`src/rtl/tcdm_pkg.sv`:
```
// Shared helpers for the TCDM response-buffer slice.
package tcdm_pkg;

    // Counter width able to hold the values 0..depth inclusive.
    function automatic int cnt_width(input int depth);
        return $clog2(depth + 1);
    endfunction

endpackage

```
`src/rtl/mem_intf.sv`:
```
// Request/response memory port used between the upcast stage, buffers and TCDM banks.
interface mem_intf #(
    parameter int DATA_WIDTH = 32,
    parameter int ADDR_WIDTH = 32
);
    logic                    req;
    logic                    gnt;
    logic [ADDR_WIDTH-1:0]   addr;
    logic                    wen;
    logic [DATA_WIDTH-1:0]   data;
    logic [DATA_WIDTH/8-1:0] be;
    logic [DATA_WIDTH-1:0]   r_data;
    logic                    r_valid;
    logic                    r_ready;

    modport master (
        output req, addr, wen, data, be, r_ready,
        input  gnt, r_data, r_valid
    );

    modport slave (
        input  req, addr, wen, data, be, r_ready,
        output gnt, r_data, r_valid
    );
endinterface

```
`src/rtl/tcdm_sync_fifo.sv`:
```
// Synchronous FIFO with occupancy count; head is registered storage, never the
// incoming word (no fall-through). Full/empty come from the count, not pointers.
module tcdm_sync_fifo
    import tcdm_pkg::*;
#(
    parameter int DATA_WIDTH = 32,
    parameter int DEPTH      = 4,
    localparam int CW        = cnt_width(DEPTH),
    localparam int PW        = (DEPTH > 1) ? $clog2(DEPTH) : 1
) (
    input  logic                  clk_i,
    input  logic                  rst_i,
    input  logic                  push,
    input  logic [DATA_WIDTH-1:0] data_in,
    input  logic                  pop,
    output logic [DATA_WIDTH-1:0] head,
    output logic [CW-1:0]         count,
    output logic                  full,
    output logic                  empty
);

    logic [DATA_WIDTH-1:0] mem [DEPTH];
    logic [PW-1:0]         wr_ptr;
    logic [PW-1:0]         rd_ptr;
    logic [CW-1:0]         count_q;
    logic                  do_push;
    logic                  do_pop;

    function automatic logic [PW-1:0] wrap_inc(input logic [PW-1:0] p);
        return (p == PW'(DEPTH - 1)) ? '0 : p + PW'(1);
    endfunction

    assign full    = (count_q == CW'(DEPTH));
    assign empty   = (count_q == '0);
    assign count   = count_q;
    assign head    = mem[rd_ptr];
    // Pop is gated by empty, so a push into an empty FIFO is simply stored.
    assign do_push = push & ~full;
    assign do_pop  = pop & ~empty;

    always_ff @(posedge clk_i) begin
        if (do_push) begin
            mem[wr_ptr] <= data_in;
        end
    end

    always_ff @(posedge clk_i or posedge rst_i) begin
        if (rst_i) begin
            wr_ptr  <= '0;
            rd_ptr  <= '0;
            count_q <= '0;
        end else begin
            if (do_push) begin
                wr_ptr <= wrap_inc(wr_ptr);
            end
            if (do_pop) begin
                rd_ptr <= wrap_inc(rd_ptr);
            end
            case ({do_push, do_pop})
                2'b10:   count_q <= count_q + CW'(1);
                2'b01:   count_q <= count_q - CW'(1);
                default: count_q <= count_q;
            endcase
        end
    end

endmodule

```
`src/rtl/tcdm_rsp_buffer.sv`:
```
// Credit-limited response buffer in front of a TCDM bank that cannot be back-pressured.
// Reads are admitted only while in-flight reads plus buffered responses leave a free slot.
module tcdm_rsp_buffer
    import tcdm_pkg::*;
#(
    parameter int DATA_WIDTH = 32,
    parameter int ADDR_WIDTH = 32,
    parameter int DEPTH      = 4
) (
    input  logic    clk_i,
    input  logic    rst_i,
    mem_intf.slave  slv,
    mem_intf.master mst,
    output logic    err_o
);

    localparam int CW = cnt_width(DEPTH);

    logic [CW-1:0]         outstanding_q;
    logic [CW-1:0]         fifo_count;
    logic                  fifo_full;
    logic                  fifo_empty;
    logic [DATA_WIDTH-1:0] fifo_head;
    logic                  credit_ok;
    logic                  read_accept;
    logic                  has_outstanding;
    logic                  rsp_push;
    logic                  rsp_err;
    logic                  rsp_pop;

    // One extra bit so the sum cannot wrap for any DEPTH.
    assign credit_ok = ({1'b0, outstanding_q} + {1'b0, fifo_count}) < (CW+1)'(DEPTH);

    assign mst.req   = slv.req & (slv.wen | credit_ok);
    assign slv.gnt   = mst.gnt & (slv.wen | credit_ok);
    assign mst.addr  = slv.addr;
    assign mst.wen   = slv.wen;
    assign mst.data  = slv.data;
    assign mst.be    = slv.be;
    assign mst.r_ready = 1'b1;

    assign read_accept     = slv.req & slv.gnt & ~slv.wen;
    assign has_outstanding = (outstanding_q != '0);
    assign rsp_push        = mst.r_valid & has_outstanding & ~fifo_full;
    assign rsp_err         = mst.r_valid & (~has_outstanding | fifo_full);

    assign rsp_pop     = slv.r_ready & ~fifo_empty;
    assign slv.r_valid = ~fifo_empty;
    assign slv.r_data  = fifo_head;

    tcdm_sync_fifo #(
        .DATA_WIDTH (DATA_WIDTH),
        .DEPTH      (DEPTH)
    ) u_rsp_fifo (
        .clk_i   (clk_i),
        .rst_i   (rst_i),
        .push    (rsp_push),
        .data_in (mst.r_data),
        .pop     (rsp_pop),
        .head    (fifo_head),
        .count   (fifo_count),
        .full    (fifo_full),
        .empty   (fifo_empty)
    );

    // A response to a real in-flight read retires it even if it had to be dropped.
    always_ff @(posedge clk_i or posedge rst_i) begin
        if (rst_i) begin
            outstanding_q <= '0;
        end else begin
            case ({read_accept, mst.r_valid & has_outstanding})
                2'b10:   outstanding_q <= outstanding_q + CW'(1);
                2'b01:   outstanding_q <= outstanding_q - CW'(1);
                default: outstanding_q <= outstanding_q;
            endcase
        end
    end

    always_ff @(posedge clk_i or posedge rst_i) begin
        if (rst_i) begin
            err_o <= 1'b0;
        end else if (rsp_err) begin
            err_o <= 1'b1;
        end
    end

    credit_bound_a : assert property (@(posedge clk_i) disable iff (rst_i)
        ({1'b0, outstanding_q} + {1'b0, fifo_count}) <= (CW+1)'(DEPTH));

endmodule

```
`src/flat_wrapper.sv`:
```
// flat-port wrapper written by rule: the top's interface ports become plain ports
module tcdm_rsp_buffer_flat import tcdm_pkg::*;
#(
    parameter int DATA_WIDTH = 32,
    parameter int ADDR_WIDTH = 32,
    parameter int DEPTH      = 4
)
  (clk_i, rst_i, err_o, slv_req, slv_addr, slv_wen, slv_data, slv_be, slv_r_ready, slv_gnt, slv_r_data, slv_r_valid, mst_req, mst_addr, mst_wen, mst_data, mst_be, mst_r_ready, mst_gnt, mst_r_data, mst_r_valid);
  mem_intf #(.DATA_WIDTH(DATA_WIDTH), .ADDR_WIDTH(ADDR_WIDTH)) slv_i ();
  mem_intf #(.DATA_WIDTH(DATA_WIDTH), .ADDR_WIDTH(ADDR_WIDTH)) mst_i ();
  input  logic clk_i;
  input  logic rst_i;
  output logic err_o;
  input wire logic [$bits(slv_i.req)-1:0] slv_req;
  input wire logic [$bits(slv_i.addr)-1:0] slv_addr;
  input wire logic [$bits(slv_i.wen)-1:0] slv_wen;
  input wire logic [$bits(slv_i.data)-1:0] slv_data;
  input wire logic [$bits(slv_i.be)-1:0] slv_be;
  input wire logic [$bits(slv_i.r_ready)-1:0] slv_r_ready;
  output wire logic [$bits(slv_i.gnt)-1:0] slv_gnt;
  output wire logic [$bits(slv_i.r_data)-1:0] slv_r_data;
  output wire logic [$bits(slv_i.r_valid)-1:0] slv_r_valid;
  output wire logic [$bits(mst_i.req)-1:0] mst_req;
  output wire logic [$bits(mst_i.addr)-1:0] mst_addr;
  output wire logic [$bits(mst_i.wen)-1:0] mst_wen;
  output wire logic [$bits(mst_i.data)-1:0] mst_data;
  output wire logic [$bits(mst_i.be)-1:0] mst_be;
  output wire logic [$bits(mst_i.r_ready)-1:0] mst_r_ready;
  input wire logic [$bits(mst_i.gnt)-1:0] mst_gnt;
  input wire logic [$bits(mst_i.r_data)-1:0] mst_r_data;
  input wire logic [$bits(mst_i.r_valid)-1:0] mst_r_valid;
  assign slv_i.req = slv_req;
  assign slv_i.addr = slv_addr;
  assign slv_i.wen = slv_wen;
  assign slv_i.data = slv_data;
  assign slv_i.be = slv_be;
  assign slv_i.r_ready = slv_r_ready;
  assign slv_gnt = slv_i.gnt;
  assign slv_r_data = slv_i.r_data;
  assign slv_r_valid = slv_i.r_valid;
  assign mst_req = mst_i.req;
  assign mst_addr = mst_i.addr;
  assign mst_wen = mst_i.wen;
  assign mst_data = mst_i.data;
  assign mst_be = mst_i.be;
  assign mst_r_ready = mst_i.r_ready;
  assign mst_i.gnt = mst_gnt;
  assign mst_i.r_data = mst_r_data;
  assign mst_i.r_valid = mst_r_valid;
  tcdm_rsp_buffer #(.DATA_WIDTH(DATA_WIDTH), .ADDR_WIDTH(ADDR_WIDTH), .DEPTH(DEPTH)) u_core (.clk_i(clk_i), .rst_i(rst_i), .slv(slv_i), .mst(mst_i), .err_o(err_o));
endmodule
```
`config.mk`:
```
export PLATFORM = sky130hd
export DESIGN_NAME = tcdm_rsp_buffer_flat
export DESIGN_NICKNAME = d
export VERILOG_FILES = /design/src/rtl/tcdm_pkg.sv /design/src/rtl/mem_intf.sv /design/src/rtl/tcdm_sync_fifo.sv /design/src/rtl/tcdm_rsp_buffer.sv /design/src/flat_wrapper.sv
export SDC_FILE = /design/constraint.sdc
export NUM_CORES = 1
export LEC_CHECK = 0
export BUFFER_PORTS_ARGS = -buffer_cell sky130_fd_sc_hd__buf_2
export CORE_AREA = 4 4 154 82
export CTS_CLUSTER_DIAMETER = 120
export DETAILED_ROUTE_END_ITERATION = 7
export DIE_AREA = 0 0 158 86
export PLACE_DENSITY = 0.84
export SLEW_MARGIN = 20
export SYNTH_ARGS = -nofsm -noshare
export SYNTH_HDL_FRONTEND = slang
export SYNTH_HIERARCHICAL = 1
export SYNTH_SLANG_ARGS = --single-unit
```
`constraint.sdc`:
```
create_clock -name clk_i -period 5.6 [get_ports clk_i]
set_input_delay 0.28 -clock clk_i [delete_from_list [all_inputs] [get_ports clk_i]]
set_output_delay 0.28 -clock clk_i [all_outputs]
set_load 0.02 [all_outputs]
```
## Word-level counts from Yosys, hierarchy flattened

Memory sizes are Yosys's and may differ from the RTL's.
Index checks and enable logic that the tools add are counted.

| storage, ports and cells | value |
|---|---|
| register bits | 11 |
| RAM bits | 128 |
| output and inout bits | 106 |
| memories kept | 1 |

Memory list:

| name | words | width | rd ports | clocked after Yosys merged registers in | write ports | RTL line | source |
|---|---|---|---|---|---|---|---|
| u_core.u_rsp_fifo.mem | 4 | 32 | 1 | 0 | 1 | tcdm_sync_fifo.sv:22 | `logic [DATA_WIDTH-1:0] mem [DEPTH];` |

| operators by class | value |
|---|---|
| add/subtract/negate cells | 7 |
| $lt $le $gt $ge | 1 |
| equality and inequality tests | 7 |
| muxes and demuxes | 6 |
| bitwise operators | 16 |
| reductions and logical operators | 4 |

Operators by type and width:

| kind | count |
|---|---|
| one-hot mux 3 bit (2 select lines) | 2 |
| bitwise AND 1 bit | 10 |
| == test 2 bit (second input constant) | 4 |
| adder 3 x 1 -> 3 bit (second input constant) | 2 |
| subtractor 3 x 1 -> 3 bit (second input constant) | 2 |
| adder 2 x 1 -> 2 bit (second input constant) | 2 |
| adder 3 x 3 -> 4 bit | 1 |
| == test 2 x 1 -> 1 bit (second input constant) | 2 |
| < comparator 4 x 3 -> 1 bit (second input constant) | 1 |
| two-way mux 2 bit | 2 |
| inverter 1 bit | 4 |
| nonzero test 2 bit | 2 |
| == test 3 bit (second input constant) | 1 |
| zero test 3 bit | 1 |
| nonzero test 3 bit | 1 |
| two-way mux 1 bit | 2 |
| OR 1 bit | 2 |

## Logic depth before layout (Yosys ltp)

| logic depth | value |
|---|---|
| depth after elaboration | 8 |
| gate-level depth with buffers | 11 |
| gate-level depth less buffers | 11 |

## Modules after synthesis

Netlist, hierarchy kept.

By module, submodules not included:

| module | instances | cells each | area an instance (um2) |
|---|---|---|---|
| tcdm_sync_fifo | 1 | 209 | 5119.9 |
| tcdm_rsp_buffer | 1 | 103 | 840.8 |

## Worst setup path after synthesis

OpenSTA, ideal clock, no wires.

| path | value |
|---|---|
| path kind | register -> register |
| from | register u_core.outstanding_q[0] |
| to | memory u_core.u_rsp_fifo.mem[0][0], enable pin |
| setup time | 0.392 ns |
| data arrival time | 1.749 ns |
| required time | 5.208 ns |
| path slack | 3.459 ns |
| cell stages (with the launch flop) | 6 |
| path buffers | 0 |
| clock period less this slack | 2.141 ns |
| path through | dfrtp_1 > nor3_2 > nor2b_2 > nor2b_4 > nor2b_2 > and2_1 |

| on the way | value |
|---|---|
| word-level cells in the longest chain between the ends | 6 |

Ends and longest elaborated chain:

| what | RTL line | source |
|---|---|---|
| start: declaration | tcdm_rsp_buffer.sv:19 | `logic [CW-1:0] outstanding_q;` |
| start signal: assignment | tcdm_rsp_buffer.sv:72 | `2'b10: outstanding_q <= outstanding_q + CW'(1);` |
| start signal: assignment | tcdm_rsp_buffer.sv:73 | `2'b01: outstanding_q <= outstanding_q - CW'(1);` |
| start signal: assignment | tcdm_rsp_buffer.sv:74 | `default: outstanding_q <= outstanding_q;` |
| nonzero test 3 bit | tcdm_rsp_buffer.sv:43 | `assign has_outstanding = (outstanding_q != '0);` |
| bitwise AND 1 bit (2 in series) | tcdm_rsp_buffer.sv:44 | `assign rsp_push = mst.r_valid & has_outstanding & ~fifo_full;` |
| net u_core.rsp_push | tcdm_rsp_buffer.sv:27 | `logic rsp_push;` |
| bitwise AND 1 bit | tcdm_sync_fifo.sv:38 | `assign do_push = push & ~full;` |
| two-way mux 1 bit | tcdm_sync_fifo.sv:42 | `if (do_push) begin` |
| two-way mux 1 bit (implied by the code) | tcdm_sync_fifo.sv:43 | `mem[wr_ptr] <= data_in;` |
| end: declaration | tcdm_sync_fifo.sv:22 |  |

The timed path passes the listed nets, and every way through them passes these cells.

## Worst setup path in the final report

| path | value |
|---|---|
| from | register u_core.u_rsp_fifo.rd_ptr[0] |
| to | output port slv_r_data[18] |

| on the way | value |
|---|---|
| word-level cells in the longest chain between the ends | 1 |

Ends and longest elaborated chain:

| what | RTL line | source |
|---|---|---|
| start: declaration | tcdm_sync_fifo.sv:24 | `logic [PW-1:0] rd_ptr;` |
| start signal: assignment | tcdm_sync_fifo.sv:57 | `rd_ptr <= wrap_inc(rd_ptr);` |
| memory read (4 x 32 bit) | -- |  |
| end: declaration | flat_wrapper.sv:21 | `output wire logic [$bits(slv_i.r_data)-1:0] slv_r_data;` |

No other way between the ends.

==> flow_summary.toml <==
[synthesis]
synth_ff_type = "edfxtp_1"
ys_seq_area_share_pct = 69.10
synth_area_leaders = "edfxtp_1 (64%), mux4_2 (11%), buf_4 (8.8%)"
syn_inst = 312
synth-edff-count = 128
yosys.area.top_type = "edfxtp_1"
yosysWarnings = 6
yosysTopAreaCellShare_pct = 64.48
async_flop_share_pct = 7.914
syn_area_sq_um = 5961
synthesis.nets = 430
synth_most_common_cell = "edfxtp_1"
syn_area_per_cell_sq_um = 19.10
netlist_top_cells_count = "edfxtp_1 (128), buf_4 (70), mux4_2 (28)"
yosys_register_bits = 139
synth.distinct_cells = 30

[timing]
skew_ns = 0.01055
grt_setup_unrepaired = "no"
fin_crit_ns = 2.559
tns_ns = 0
setup_violations = 0
post-route-period-util_pct = 45.69
slew_violations = 0
tightest_slew_ns = 0.8942
slew_headroom_pct = 40.39
hold_violations = 0
max_freq_mhz = 390.8
fin_hold_ws_ns = 0.08254

[clock_network]
clkTransAtPathRegs_ns = 0.06
postCtsSetupBuffers = 0
cts-resized-gates = 0
h-tree-depth = 4
cts.sinks = 139
clkLatencyLatePin_ns = 0.41
cts_buffers = 17
cts_tree = "yes"
root_buffer = "clkbuf_16"
clock_path_buffers = 2
cts_hold_buf = 1

[drt]
first_pass_iters = 4
first_iter_violations = 136
totalWireLength_mm = 10.14
ant_nets = 0
drc = 0
wire_per_inst_microns = 20.52
vias = 2628
vias_per_cell = 5.320

[placed_design]
detailed_place_hpwl_mm = 6.471
io_buffers = 75
postPlaceCellArea_sq_um = 5929
dpl.cell_count = 461
place.gp.congestion = 0.7581

[cells_and_area]
final_util_pct = 57.64
drive_gt1_share_pct = 43.60
final_nets = 449
stdcell_area_sq_um = 6563
area_growth_pct = 10.10
regArea_sq_um = 4120
instances_no_fill = 494
multiInputGateArea_sq_um = 1182
fillers = 846
n_antenna_cell = 0

[worst_setup_path]
arrival_ns = 2.28
reg2reg_from = "u_core/outstanding_q[0]"
path_class = "reg -> out"
crit_path_end_kind = "output port"
worst_setup_path_start_kind = "flip-flop"
worstReg2RegEnd = "u_core/u_rsp_fifo/count[2]"
rrSetupSlack_ns = 3.19
cp_max_fo = 23
crit_start = "u_core/u_rsp_fifo/rd_ptr[0]"
worstPathRequired_ns = 5.32
reg2regPathDepth = 11

[power_and_ir_drop]
peakVddDrop_uv = 198.9
p_comb_share_pct = 30.9
internal-power_w = 0.002625
p_leak_nw = 2.373
switching_share_pct = 31.74
p_switching_w = 0.001221
p_seq_share_pct = 39.1
powerDensity_nw_per_um2 = 586.0
clockPowerShare_pct = 30.0

[floorplan]
start_util_pct = 52.35
rows = 28
io_pins = 213
die_area_sq_um = 13590
fp.dieH_microns = 86
core_sq_um = 11390
dieWidth_microns = 158

[global_routing]
track_usage_pct = 16.06
grt_pass1_wl_mm = 15.77
grt_pass1_vias = 2804
grt_max_degree = 33
antenna_found_initial = 0
grt_remaining_overflow = 0

[hold_path]
min_from = "mst_r_data[5]"
hold_depth = 1
holdPathEnd = "u_core/u_rsp_fifo/mem[3][5]"
hp-class = "in -> reg"

[job]
cap_violations = 0

[outcome]
run_status = "complete, no violations"
==> state kept, by name (all words and copies together), names as in the netlist <==
register and cells:
u_core/u_rsp_fifo/count 3, u_core/err_o 1, u_core/u_rsp_fifo/wr_ptr 2, u_core/outstanding_q 3
u_core/u_rsp_fifo/mem 128, u_core/u_rsp_fifo/rd_ptr 2
==> routing by layer <==
metal / up-vias / share of wire (%) / GRT usage [%]
met3: 16 / 9.9 / 7.813
met4: 0 / 0.63 / 4.567
met5: - / 0 / 0
met1: 1345 / 45 / 23.05
li1: 1150 / - / -
met2: 117 / 44 / 21.94
==> cell families after synthesis <==
logic type | share of synthesized area [%]
xor gates and xnor gates | 0.8816
muxes | 13.43
buffers and inverters | 11.15
adders and majority gates | 2.561
DFF | 69.10
AOI/OAI and AO/OA | 0.1678
and+or+nand+nor | 2.645
other | 0.06291
==> critical path: stages (launching register included) <==
cell and delay, ns:
dfrtp_2 0.59, buf_4 0.49, mux4_2 0.60, buf_2 0.18
==> per-stage QoR <==
step	power, W	setup slack, ns
2_1_floorplan	0.002459	3.459
3_3_place_gp	0.002673	3.452
3_5_place_dp	0.002715	3.309
4_1_cts	0.003893	2.985
5_1_grt	0.004049	2.841
6_report	0.003845	3.041
==> worst max-delay path by stage <==
| stage | end | depth (start not counted) | slack [ns] |
|---|---|---|---|
| after floorplan | u_core/u_rsp_fifo/mem[0][0] | 5 | 3.46 |
| after global placement | slv_r_data[2] | 3 | 3.45 |
| after detailed placement | u_core/u_rsp_fifo/count[2] | 11 | 3.31 |
| after CTS | slv_r_data[3] | 3 | 2.99 |
| after global routing | slv_r_data[1] | 3 | 2.84 |
| final | slv_r_data[18] | 3 | 3.04 |
==> final cells by class <==
type,count,area share (%)
Inverter,13,0.7436
Clock inverter,15,3.012
Clock buffer,17,6.482
Sequential cell,139,62.78
Tap cell,150,2.860
Timing Repair Buffer,78,6.101
Multi-Input combinational cell,82,18.02
==> power by group through the flow <==
| stage | Combinational (W) | Clock [W] | Sequential (W) |
|---|---|---|---|
| after floorplan | 0.000993 | 0 | 0.00147 |
| after global placement | 0.00116 | 0 | 0.00151 |
| after detailed placement | 0.00119 | 0 | 0.00152 |
| after CTS | 0.00121 | 0.00118 | 0.00151 |
| after global routing | 0.00129 | 0.00123 | 0.00153 |
| final | 0.00119 | 0.00115 | 0.00150 |
==> cells in the final DEF (no fill, tap or decap) <==
cell type / count
edfxtp_1: 128
buf_2: 75
mux4_2: 28
clkbuf_16: 17
inv_1: 13
dfrtp_1: 10
ha_1: 9
nor2_1: 5
bufinv_16: 4
clkinvlp_4: 4
xor2_1: 4
mux2_2: 4
mux4_1: 4
and2_2: 4
nor2b_1: 3
clkinv_4: 2
inv_6: 2
clkinv_1: 2
nor3_2: 2
nand2b_1: 2
mux2i_1: 2
xnor2_1: 2
nor2b_2: 2
nand3_1: 2
fa_1: 2
buf_4: 2
clkinv_2: 1
dlygate4sd3_1: 1
o21ai_0: 1
nand2_1: 1
nor2b_4: 1
a21oi_1: 1
conb_1: 1
nor3_1: 1
nor3b_2: 1
dfrtp_2: 1
Power figures use the tool's default switching activity.
